File: src/rtl/tx_pkg.sv
// Shared definitions for the serial transmitter: FSM encoding, frame constants
// and the idle line level.
package tx_pkg;

  typedef enum logic [2:0] {
    IDLE,
    START,
    DATA,
    PARITY,
    STOP
  } tx_state_t;

  localparam int DATA_BITS  = 8;
  localparam int START_BITS = 1;
  localparam int STOP_BITS  = 1;
  localparam logic IDLE_LEVEL = 1'b1;

  // Divider counter width; a single-cycle bit still needs one counter bit.
  function automatic int div_width(input int div);
    return (div > 1) ? $clog2(div) : 1;
  endfunction

endpackage

File: src/rtl/tx_fifo.sv
// Word FIFO ahead of the serializer. Count is kept separately from the pointers
// so full/empty never alias; FULL is a registered copy of count==DEPTH.
module tx_fifo
  import tx_pkg::*;
#(
  parameter int DEPTH = 4
) (
  input  logic                     clk,
  input  logic                     srst,
  input  logic                     wr_en,
  input  logic [7:0]               din,
  input  logic                     rd_en,
  output logic [7:0]               dout,
  output logic [$clog2(DEPTH):0]   count,
  output logic                     full,
  output logic                     empty
);

  localparam int AW = $clog2(DEPTH);
  localparam int CW = AW + 1;
  localparam logic [CW-1:0] DEPTH_C = CW'(DEPTH);

  logic [7:0]    mem [DEPTH];
  logic [AW-1:0] wr_ptr_reg;
  logic [AW-1:0] rd_ptr_reg;
  logic [CW-1:0] count_reg;
  logic [CW-1:0] count_next;
  logic          full_reg;
  logic [7:0]    dout_reg;
  logic          do_wr;
  logic          do_rd;

  assign do_wr = wr_en && !full_reg;
  assign do_rd = rd_en && (count_reg != '0);

  always_comb begin
    count_next = count_reg;
    if (do_wr && !do_rd)
      count_next = count_reg + CW'(1);
    else if (!do_wr && do_rd)
      count_next = count_reg - CW'(1);
  end

  always_ff @(posedge clk) begin
    if (srst) begin
      wr_ptr_reg <= '0;
      rd_ptr_reg <= '0;
      count_reg  <= '0;
      full_reg   <= 1'b0;
    end else begin
      if (do_wr)
        wr_ptr_reg <= wr_ptr_reg + AW'(1);
      if (do_rd)
        rd_ptr_reg <= rd_ptr_reg + AW'(1);
      count_reg <= count_next;
      full_reg  <= (count_next == DEPTH_C);
    end
  end

  // Registered head read: dout holds the word at the head one cycle later.
  always_ff @(posedge clk) begin
    if (do_wr)
      mem[wr_ptr_reg] <= din;
    dout_reg <= mem[rd_ptr_reg];
  end

  assign dout  = dout_reg;
  assign count = count_reg;
  assign full  = full_reg;
  assign empty = (count_reg == '0);

endmodule

File: src/rtl/tx_serializer.sv
// Buffers controller words and sends each as start / 8 data LSB-first /
// optional even parity / stop. Overflow is flagged sticky, never back-pressured.
module tx_serializer
  import tx_pkg::*;
#(
  parameter int DEPTH     = 4,
  parameter int DIV       = 4,
  parameter int PARITY_EN = 1
) (
  input  logic       CLK,
  input  logic       RESET,
  input  logic       ENA,
  input  logic [7:0] DIN,
  input  logic       DVALID,
  input  logic       DERR,
  output logic       TXD,
  output logic       BUSY,
  output logic       FULL,
  output logic       OVF
);

  localparam int DW = div_width(DIV);
  localparam int CW = $clog2(DEPTH) + 1;
  localparam logic [DW-1:0] DIV_LAST = DW'(DIV - 1);
  localparam logic [2:0]    BIT_LAST = 3'(DATA_BITS - 1);

  tx_state_t     state_reg;
  tx_state_t     state_next;
  logic [DW-1:0] div_cnt_reg;
  logic [2:0]    bit_cnt_reg;
  logic [7:0]    shift_reg;
  logic          parity_reg;
  logic          ovf_reg;

  logic          bit_end;
  logic          have_word;
  logic          frame_ready;
  logic          pop;
  logic          wr_en;
  logic [7:0]    fifo_dout;
  logic [CW-1:0] fifo_count;
  logic          fifo_full;
  logic          fifo_empty;

  assign wr_en       = DVALID && !DERR;
  assign bit_end     = (div_cnt_reg == DIV_LAST);
  assign have_word   = (fifo_count != '0) && !fifo_empty;
  assign frame_ready = ENA && have_word;
  assign pop         = frame_ready &&
                       ((state_reg == IDLE) || ((state_reg == STOP) && bit_end));

  tx_fifo #(.DEPTH(DEPTH)) u_fifo (
    .clk   (CLK),
    .srst  (RESET),
    .wr_en (wr_en),
    .din   (DIN),
    .rd_en (pop),
    .dout  (fifo_dout),
    .count (fifo_count),
    .full  (fifo_full),
    .empty (fifo_empty)
  );

  always_ff @(posedge CLK) begin
    if (RESET)
      state_reg <= IDLE;
    else
      state_reg <= state_next;
  end

  always_comb begin
    state_next = state_reg;
    case (state_reg)
      IDLE:   if (frame_ready) state_next = START;
      START:  if (bit_end) state_next = DATA;
      DATA:   if (bit_end && (bit_cnt_reg == BIT_LAST))
                state_next = (PARITY_EN != 0) ? PARITY : STOP;
      PARITY: if (bit_end) state_next = STOP;
      STOP:   if (bit_end) state_next = frame_ready ? START : IDLE;
      default: state_next = IDLE;
    endcase
  end

  always_comb begin
    TXD = IDLE_LEVEL;
    case (state_reg)
      START:   TXD = ~IDLE_LEVEL;
      DATA:    TXD = shift_reg[0];
      PARITY:  TXD = parity_reg;
      default: TXD = IDLE_LEVEL;
    endcase
  end

  assign BUSY = (state_reg != IDLE);
  assign FULL = fifo_full;
  assign OVF  = ovf_reg;

  // The FIFO read is registered, so the popped word is captured during the
  // first start-bit cycle; it is not needed on the line until DATA.
  always_ff @(posedge CLK) begin
    if (RESET) begin
      div_cnt_reg <= '0;
      bit_cnt_reg <= '0;
      shift_reg   <= '0;
      parity_reg  <= 1'b0;
      ovf_reg     <= 1'b0;
    end else begin
      if ((state_reg == IDLE) || bit_end)
        div_cnt_reg <= '0;
      else
        div_cnt_reg <= div_cnt_reg + DW'(1);

      if (state_reg != DATA)
        bit_cnt_reg <= '0;
      else if (bit_end)
        bit_cnt_reg <= bit_cnt_reg + 3'd1;

      if ((state_reg == START) && (div_cnt_reg == '0)) begin
        shift_reg  <= fifo_dout;
        parity_reg <= ^fifo_dout;
      end else if ((state_reg == DATA) && bit_end) begin
        shift_reg <= {1'b0, shift_reg[7:1]};
      end

      if (DVALID && !DERR && fifo_full)
        ovf_reg <= 1'b1;
    end
  end

endmodule

File: config.mk
export PLATFORM = sky130hd
export DESIGN_NAME = tx_serializer
export DESIGN_NICKNAME = d
export VERILOG_FILES = /design/src/rtl/tx_pkg.sv /design/src/rtl/tx_fifo.sv /design/src/rtl/tx_serializer.sv
export SDC_FILE = /design/constraint.sdc
export NUM_CORES = 1
export LEC_CHECK = 0
export CAP_MARGIN = 20
export CELL_PAD_IN_SITES_DETAIL_PLACEMENT = 2
export CELL_PAD_IN_SITES_GLOBAL_PLACEMENT = 2
export CORE_MARGIN = 2
export CORE_UTILIZATION = 41
export DETAILED_ROUTE_END_ITERATION = 16
export HOLD_SLACK_MARGIN = 0.03
export PLACE_DENSITY_LB_ADDON = 0.2
export SYNTH_ARGS = -nofsm -noshare
export SYNTH_HDL_FRONTEND = slang
export SYNTH_SLANG_ARGS = --single-unit
File: constraint.sdc
create_clock -name CLK -period 2.6 [get_ports CLK]
set_clock_uncertainty 0.1 [all_clocks]
set_input_delay 0.78 -clock CLK [delete_from_list [all_inputs] [get_ports CLK]]
set_output_delay 0.78 -clock CLK [all_outputs]
set_load 0.01 [all_outputs]
==> Word-level counts from Yosys, hierarchy flattened <==
Memories as Yosys holds them, arrays and structs flattened. A register that Yosys moved wholly into a read port is not among the register bits.
Cells that the tools add are included.
{ "word_totals": {"n_memories": 1, "ramBits": 32, "ff_bits": 26, "inputBits": 13, "wordCells": 74, "output_inout_bits": 4} }
{ "classes": {"mux": 14, "n_reduce_logical": 30, "n_addsub": 6, "n_eq_ne": 13} }
{ "memory_table": {"columns": ["name", "words", "word_bits", "rd", "rd_clocked_by_memory_dff", "wr", "line_no", "rtl"], "rows": [
  ["u_fifo.mem", 4, 8, 1, 1, 1, "tx_fifo.sv:23", "logic [7:0] mem [DEPTH];"]
]} }
{ "ops": {"columns": ["op", "n"], "rows": [
  ["3-bit 2-to-1 mux", 7],
  ["8-bit 2-to-1 mux", 2],
  ["3-bit one-hot mux with 5 select lines", 1],
  ["1-bit logical AND", 13],
  ["2-bit inequality test (second input constant)", 5],
  ["3-bit == test (second input constant)", 3],
  ["8-bit XOR reduction", 1],
  ["2-bit by 1-bit adder with 2-bit output (second input constant)", 3],
  ["3-bit by 1-bit adder with 3-bit output (second input constant)", 2],
  ["3-bit by 2-bit == test with 1-bit output (second input constant)", 2],
  ["3-bit zero test", 2],
  ["3-bit nonzero test", 2],
  ["1-bit zero test", 5],
  ["5-bit AND reduction", 1],
  ["2-bit OR reduction", 2],
  ["3-bit by 1-bit == test with 1-bit output (second input constant)", 1],
  ["1-bit 2-to-1 mux", 3],
  ["3-bit by 2-bit inequality test with 1-bit output (second input constant)", 1],
  ["1-bit one-hot mux with 3 select lines", 1],
  ["3-bit by 1-bit subtractor with 3-bit output (second input constant)", 1],
  ["2-bit == test (second input constant)", 1],
  ["2-bit zero test", 1],
  ["1-bit logical OR", 2],
  ["2-bit nonzero test", 1]
]} }

==> Longest topological paths before layout <==
{ "logic_depth": {"depth_word": 10, "depth_mapped": 7, "mapped_depth_nobuf": 7} }

==> Modules after synthesis <==
Synthesis repeated with hierarchy kept, for this count alone.
{ "hier_totals": {"cells_unflattened": 209, "area_unflattened_um2": 2808.9} }
{ "modules_own_cells": {"columns": ["mod", "instances", "cells_each", "seq_area_each_um2", "area_each_um2"], "rows": [
  ["tx_fifo", 1, 104, 1281.2, 1826.8],
  ["tx_serializer", 1, 105, 360.3, 982.2]
]} }

==> Worst setup path after synthesis <==
No wires, ideal clock.
{ "synth_timing": {"kind": "reg2reg", "startpoint": "reg u_fifo.count_reg[0] (netlist: u_fifo.count[0])", "endpoint": "reg u_fifo.full_reg (netlist: u_fifo.full)", "required_time_ns": 2.397, "setup_ns": 0.103, "path_slack_ns": 0.204, "synth_period_minus_slack_ns": 2.396, "arrival_ns": 2.193, "stages_incl_launch_ff": 8, "n_path_buf": 0, "path_cell_list": "dfxtp_1 inv_1 ha_1 ha_1 or4b_4 or3_4 o22a_1 a2111oi_2"} }
{ "synth_between": {"elab_chain_cells": 10, "word_cells_on_any_way": 15, "cone_classes": "2 x add/sub; 1 x eq/ne; 2 x mux; 10 x reduce/logical"} }
{ "synth_lines": {"columns": ["item", "line_no", "rtl"], "rows": [
  ["from (decl)", "tx_fifo.sv:26", "logic [CW-1:0] count_reg;"],
  ["from (signal assigned)", "tx_fifo.sv:55", "count_reg <= count_next;"],
  ["3-bit zero test", "tx_fifo.sv:70", "assign empty = (count_reg == '0);"],
  ["1-bit zero test", "tx_serializer.sv:47", "assign have_word = (fifo_count != '0) && !fifo_empty;"],
  ["1-bit logical AND", "tx_serializer.sv:47", null],
  ["1-bit logical AND", "tx_serializer.sv:48", "assign frame_ready = ENA && have_word;"],
  ["1-bit logical AND", "tx_serializer.sv:49", "assign pop = frame_ready &&"],
  ["1-bit logical AND", "tx_fifo.sv:34", "assign do_rd = rd_en && (count_reg != '0);"],
  ["1-bit logical AND or 1-bit zero test (tied branches)", "tx_fifo.sv:40, tx_fifo.sv:38", null],
  ["3-bit 2-to-1 mux or 1-bit logical AND (tied branches)", "tx_fifo.sv:40, tx_fifo.sv:38", null],
  ["3-bit 2-to-1 mux *", "tx_fifo.sv:38", "if (do_wr && !do_rd)"],
  ["3-bit == test *", "tx_fifo.sv:56", "full_reg <= (count_next == DEPTH_C);"],
  ["to (signal assigned)", "tx_fifo.sv:56", null],
  ["to (decl)", "tx_fifo.sv:28", "logic full_reg;"]
]} }
Mark *: on every way between the ends. The rest lies on a longest branch, timed or not.
A chain may end at the register's enable or synchronous reset.

==> Final worst setup path <==
{ "layout_timing": {"startpoint": "in ENA", "endpoint": "reg u_fifo.full_reg (netlist: u_fifo.full)"} }
{ "layout_between": {"elab_chain_cells": 7, "word_cells_on_any_way": 9, "cone_classes": "1 x eq/ne; 2 x mux; 6 x reduce/logical"} }
{ "layout_lines": {"columns": ["item", "line_no", "rtl"], "rows": [
  ["from (decl)", "tx_serializer.sv:12", "input logic ENA,"],
  ["1-bit logical AND *", "tx_serializer.sv:48", null],
  ["1-bit logical AND *", "tx_serializer.sv:49", null],
  ["1-bit logical AND *", "tx_fifo.sv:34", null],
  ["1-bit logical AND or 1-bit zero test (tied branches)", "tx_fifo.sv:40, tx_fifo.sv:38", null],
  ["3-bit 2-to-1 mux or 1-bit logical AND (tied branches)", "tx_fifo.sv:40, tx_fifo.sv:38", null],
  ["3-bit 2-to-1 mux *", "tx_fifo.sv:38", null],
  ["3-bit == test *", "tx_fifo.sv:56", null]
]} }
Marked as above.

==> results.py <==
metrics = {
    "sta": {
        "hold_slack_ps": 365,
        "hold_viol": 0,
        "setup_violations": 0,
        "fin_ws_ps": 68.8,
        "fin_crit_sh": 0.974,
        "fin_crit_ps": 2530,
        "report.final.slew_viol_count": 0,
        "tightest_slew_ps": 658,
        "relSlewSlack": 0.561,
        "max_freq_mhz": 395,
        "rsz0062_at_grt": "false",
    },
    "floorplanning": {
        "io_pins": 17,
        "die_area_sq_mm": 0.00735,
        "core_sq_mm": 0.00642,
        "initial_utilization": 0.426,
        "die_w_um": 85.7,
        "rows": 29,
        "die_y_um": 85.7,
    },
    "critical_path": {
        "required_ps": 2740,
        "worstPathArrival_ps": 2670,
        "critPathBufInv": 1,
        "cp_cell_sequence": "clkdlybuf4s50_1 > or4b_4 > or3_4 > o22a_1 > a2111oi_2",
        "crit_family": "simple AND/OR/NAND/NOR gates",
        "cpPeakStageDelay_ps": 490,
        "cp_slowest_cell": "clkdlybuf4s50_1",
        "ff2ff_setup_slack_ps": 140,
        "crit_type": "input port to register",
        "cp_max_fo": 3,
        "cp-end-kind": "register",
        "start_kind": "input port",
    },
    "clocking": {
        "cts_tree": "done",
        "clockBufferDepth": 2,
        "clk_pin_slew_ps": 80,
        "htree_levels": 3,
        "clkSinkCount": 66,
        "insertion_delay_ps": 340,
        "holdBufCountCts": 0,
        "cts_inserted_buffers": 9,
        "post-cts-setup-buffer-count": 0,
        "root_buffer": "clkbuf_8",
    },
    "grt": {
        "grtUsageTotal": 0.193,
        "grt_pass1_wl_um": 10500,
        "grt_max_degree": 24,
        "grt_pass1_vias": 1995,
        "grt-ovfl-total": 0,
        "antenna_found_initial": 0,
    },
    "yosys": {
        "syn_area_sq_mm": 0.00274,
        "synth_cells": 210,
        "synth_seq_cells": 66,
        "synthTopCellsByArea": "edfxtp_1 (35%), dfxtp_1 (25%), mux4_2 (6.6%), ha_1 (5.0%), mux2i_1 (3.7%)",
        "synth.net_count": 234,
        "synth_edf_count": 32,
        "synth_cell_types": 37,
        "post-synth-top-area-cell": "edfxtp_1",
        "ys_warn_count": 0,
        "synth-main-ff-cell": "dfxtp_1",
        "postSynthAreaPerCell_sq_um": 13.0,
        "yosysSeqAreaShare": 0.599,
        "async_flop_share": 0,
        "netlist.area_leader.share": 0.351,
    },
    "placed_design": {
        "place_ws_ps": -399,
        "gp_congestion": 0.808,
        "dp_hpwl_um": 4130,
        "portBuffers": 16,
    },
    "pwr": {
        "ir_worst_vdd_v": 0.000516,
        "p_per_area_mw_per_mm2": 1000,
        "leakage_nw": 1.19,
        "total_power_w": 0.00339,
    },
    "hold_path": {
        "hold_class": "register to register",
    },
    "drt": {
        "drc": 0,
        "drt-total-wl_um": 6220,
        "first_pass_iters": 4,
        "first_iter_violations": 44,
        "post_drt_via_cell_ratio": 5.33,
        "drtAntennaViolNets": 0,
        "wire_per_inst_um": 19.2,
        "vias": 1728,
    },
    "final_layout": {
        "antennaDiodeCount": 0,
        "drive_above_1_share": 0.190,
        "largest_register_ffs": 32,
        "layout_common_cells": "dfxtp_1 (33), edfxtp_1 (32), nor2_1 (23), clkdlybuf4s50_1 (15)",
        "layout.nets": 266,
        "final_common_cell": "dfxtp_1",
        "area_delta_synth_final_pct": 23.2,
    },
    "outcome": {
        "outcome": "finished clean",
    },
    "flow_run": {
        "maxCapViolations": 0,
    },
}
-- layout make-up --
| cell class | count | area [sq um] |
|---|---|---|
| fillers | 602 | 3050 |
| flip-flops and latches | 66 | 1640 |
| multi-input cells | 125 | 1030 |
| repair buffers | 31 | 322 |
| clock inverters | 7 | 125 |
| clock buffers | 9 | 124 |
| well taps | 77 | 96.3 |
| inverters | 9 | 33.8 |
-- path summary, 6_finish.rpt --
| path | start | endpoint | depth (start not counted) |
|---|---|---|---|
| max | ENA | u_fifo.full | 5 |
| min | div_cnt_reg[0] | div_cnt_reg[0] | 1 |
| max reg2reg | u_fifo.count[0] | u_fifo.full | 7 |
| min reg2reg | div_cnt_reg[0] | div_cnt_reg[0] | 1 |
-- stage by stage --
step	cells	setup TNS (ps)	util	area, sq um
after global routing	324	0	0.525	3370
after floorplan	210	0	-	2740
final	324	0	0.525	3370
after global placement	308	-369	0.486	3120
after CTS	324	0	0.524	3370
after detailed placement	308	-744	0.486	3120
-- synth_stat cells, types with 6 or more instances --
master    count
clkbuf_1     10
a211oi_1      9
inv_1         9
mux2i_1      10
edfxtp_1     32
xnor2_1      11
dfxtp_1      34
mux4_2        8
a21oi_1       6
nand2_1       6
nor2_1       23
ha_1         11
-- metal layers --
layer  wire (um)  up-vias  global-route usage
met5           0        -                   0
met4          69        0              0.0462
met3         232        9              0.0635
met2        3250       28               0.343
met1        2680      865               0.225
li1            -      826                   -
-- report_power, final --
part           internal, W  total [W]  switching (W)  leakage, nW
logic             0.000488   0.000926       0.000437        0.491
clock network     0.000647    0.00106       0.000416        0.124
registers          0.00125    0.00140       0.000150        0.570
-- timing repair --
action,4_1_cts,5_1_grt
endpoints found under the setup margin,1,3
resized for setup,1,3
pin swaps,0,0
-- logic make-up (layout without fill, tap and decap cells) --
kind of cell    after synthesis  in the layout  share of synthesized area
buf+inv                      19             56                     0.0260
compound gates               23             23                     0.0612
flops                        66             66                      0.599
simple gates                 59             59                      0.116
mux                          18             18                      0.102
xor+xnor                     14             14                     0.0448
fa+ha+maj                    11             11                     0.0503
-- worst register-to-register path: cells and delay by family, from the launching register on --
| family | cells | cell delay [ps] |
|---|---|---|
| AO/OA/AOI/OAI | 2 | 580 |
| adder cells (fa/ha/maj) | 2 | 410 |
| buffers and inverters | 1 | 70 |
| flip-flops | 1 | 360 |
| AND/OR/NAND/NOR | 2 | 840 |
No activity file was read; power rests on OpenSTA's default activity.
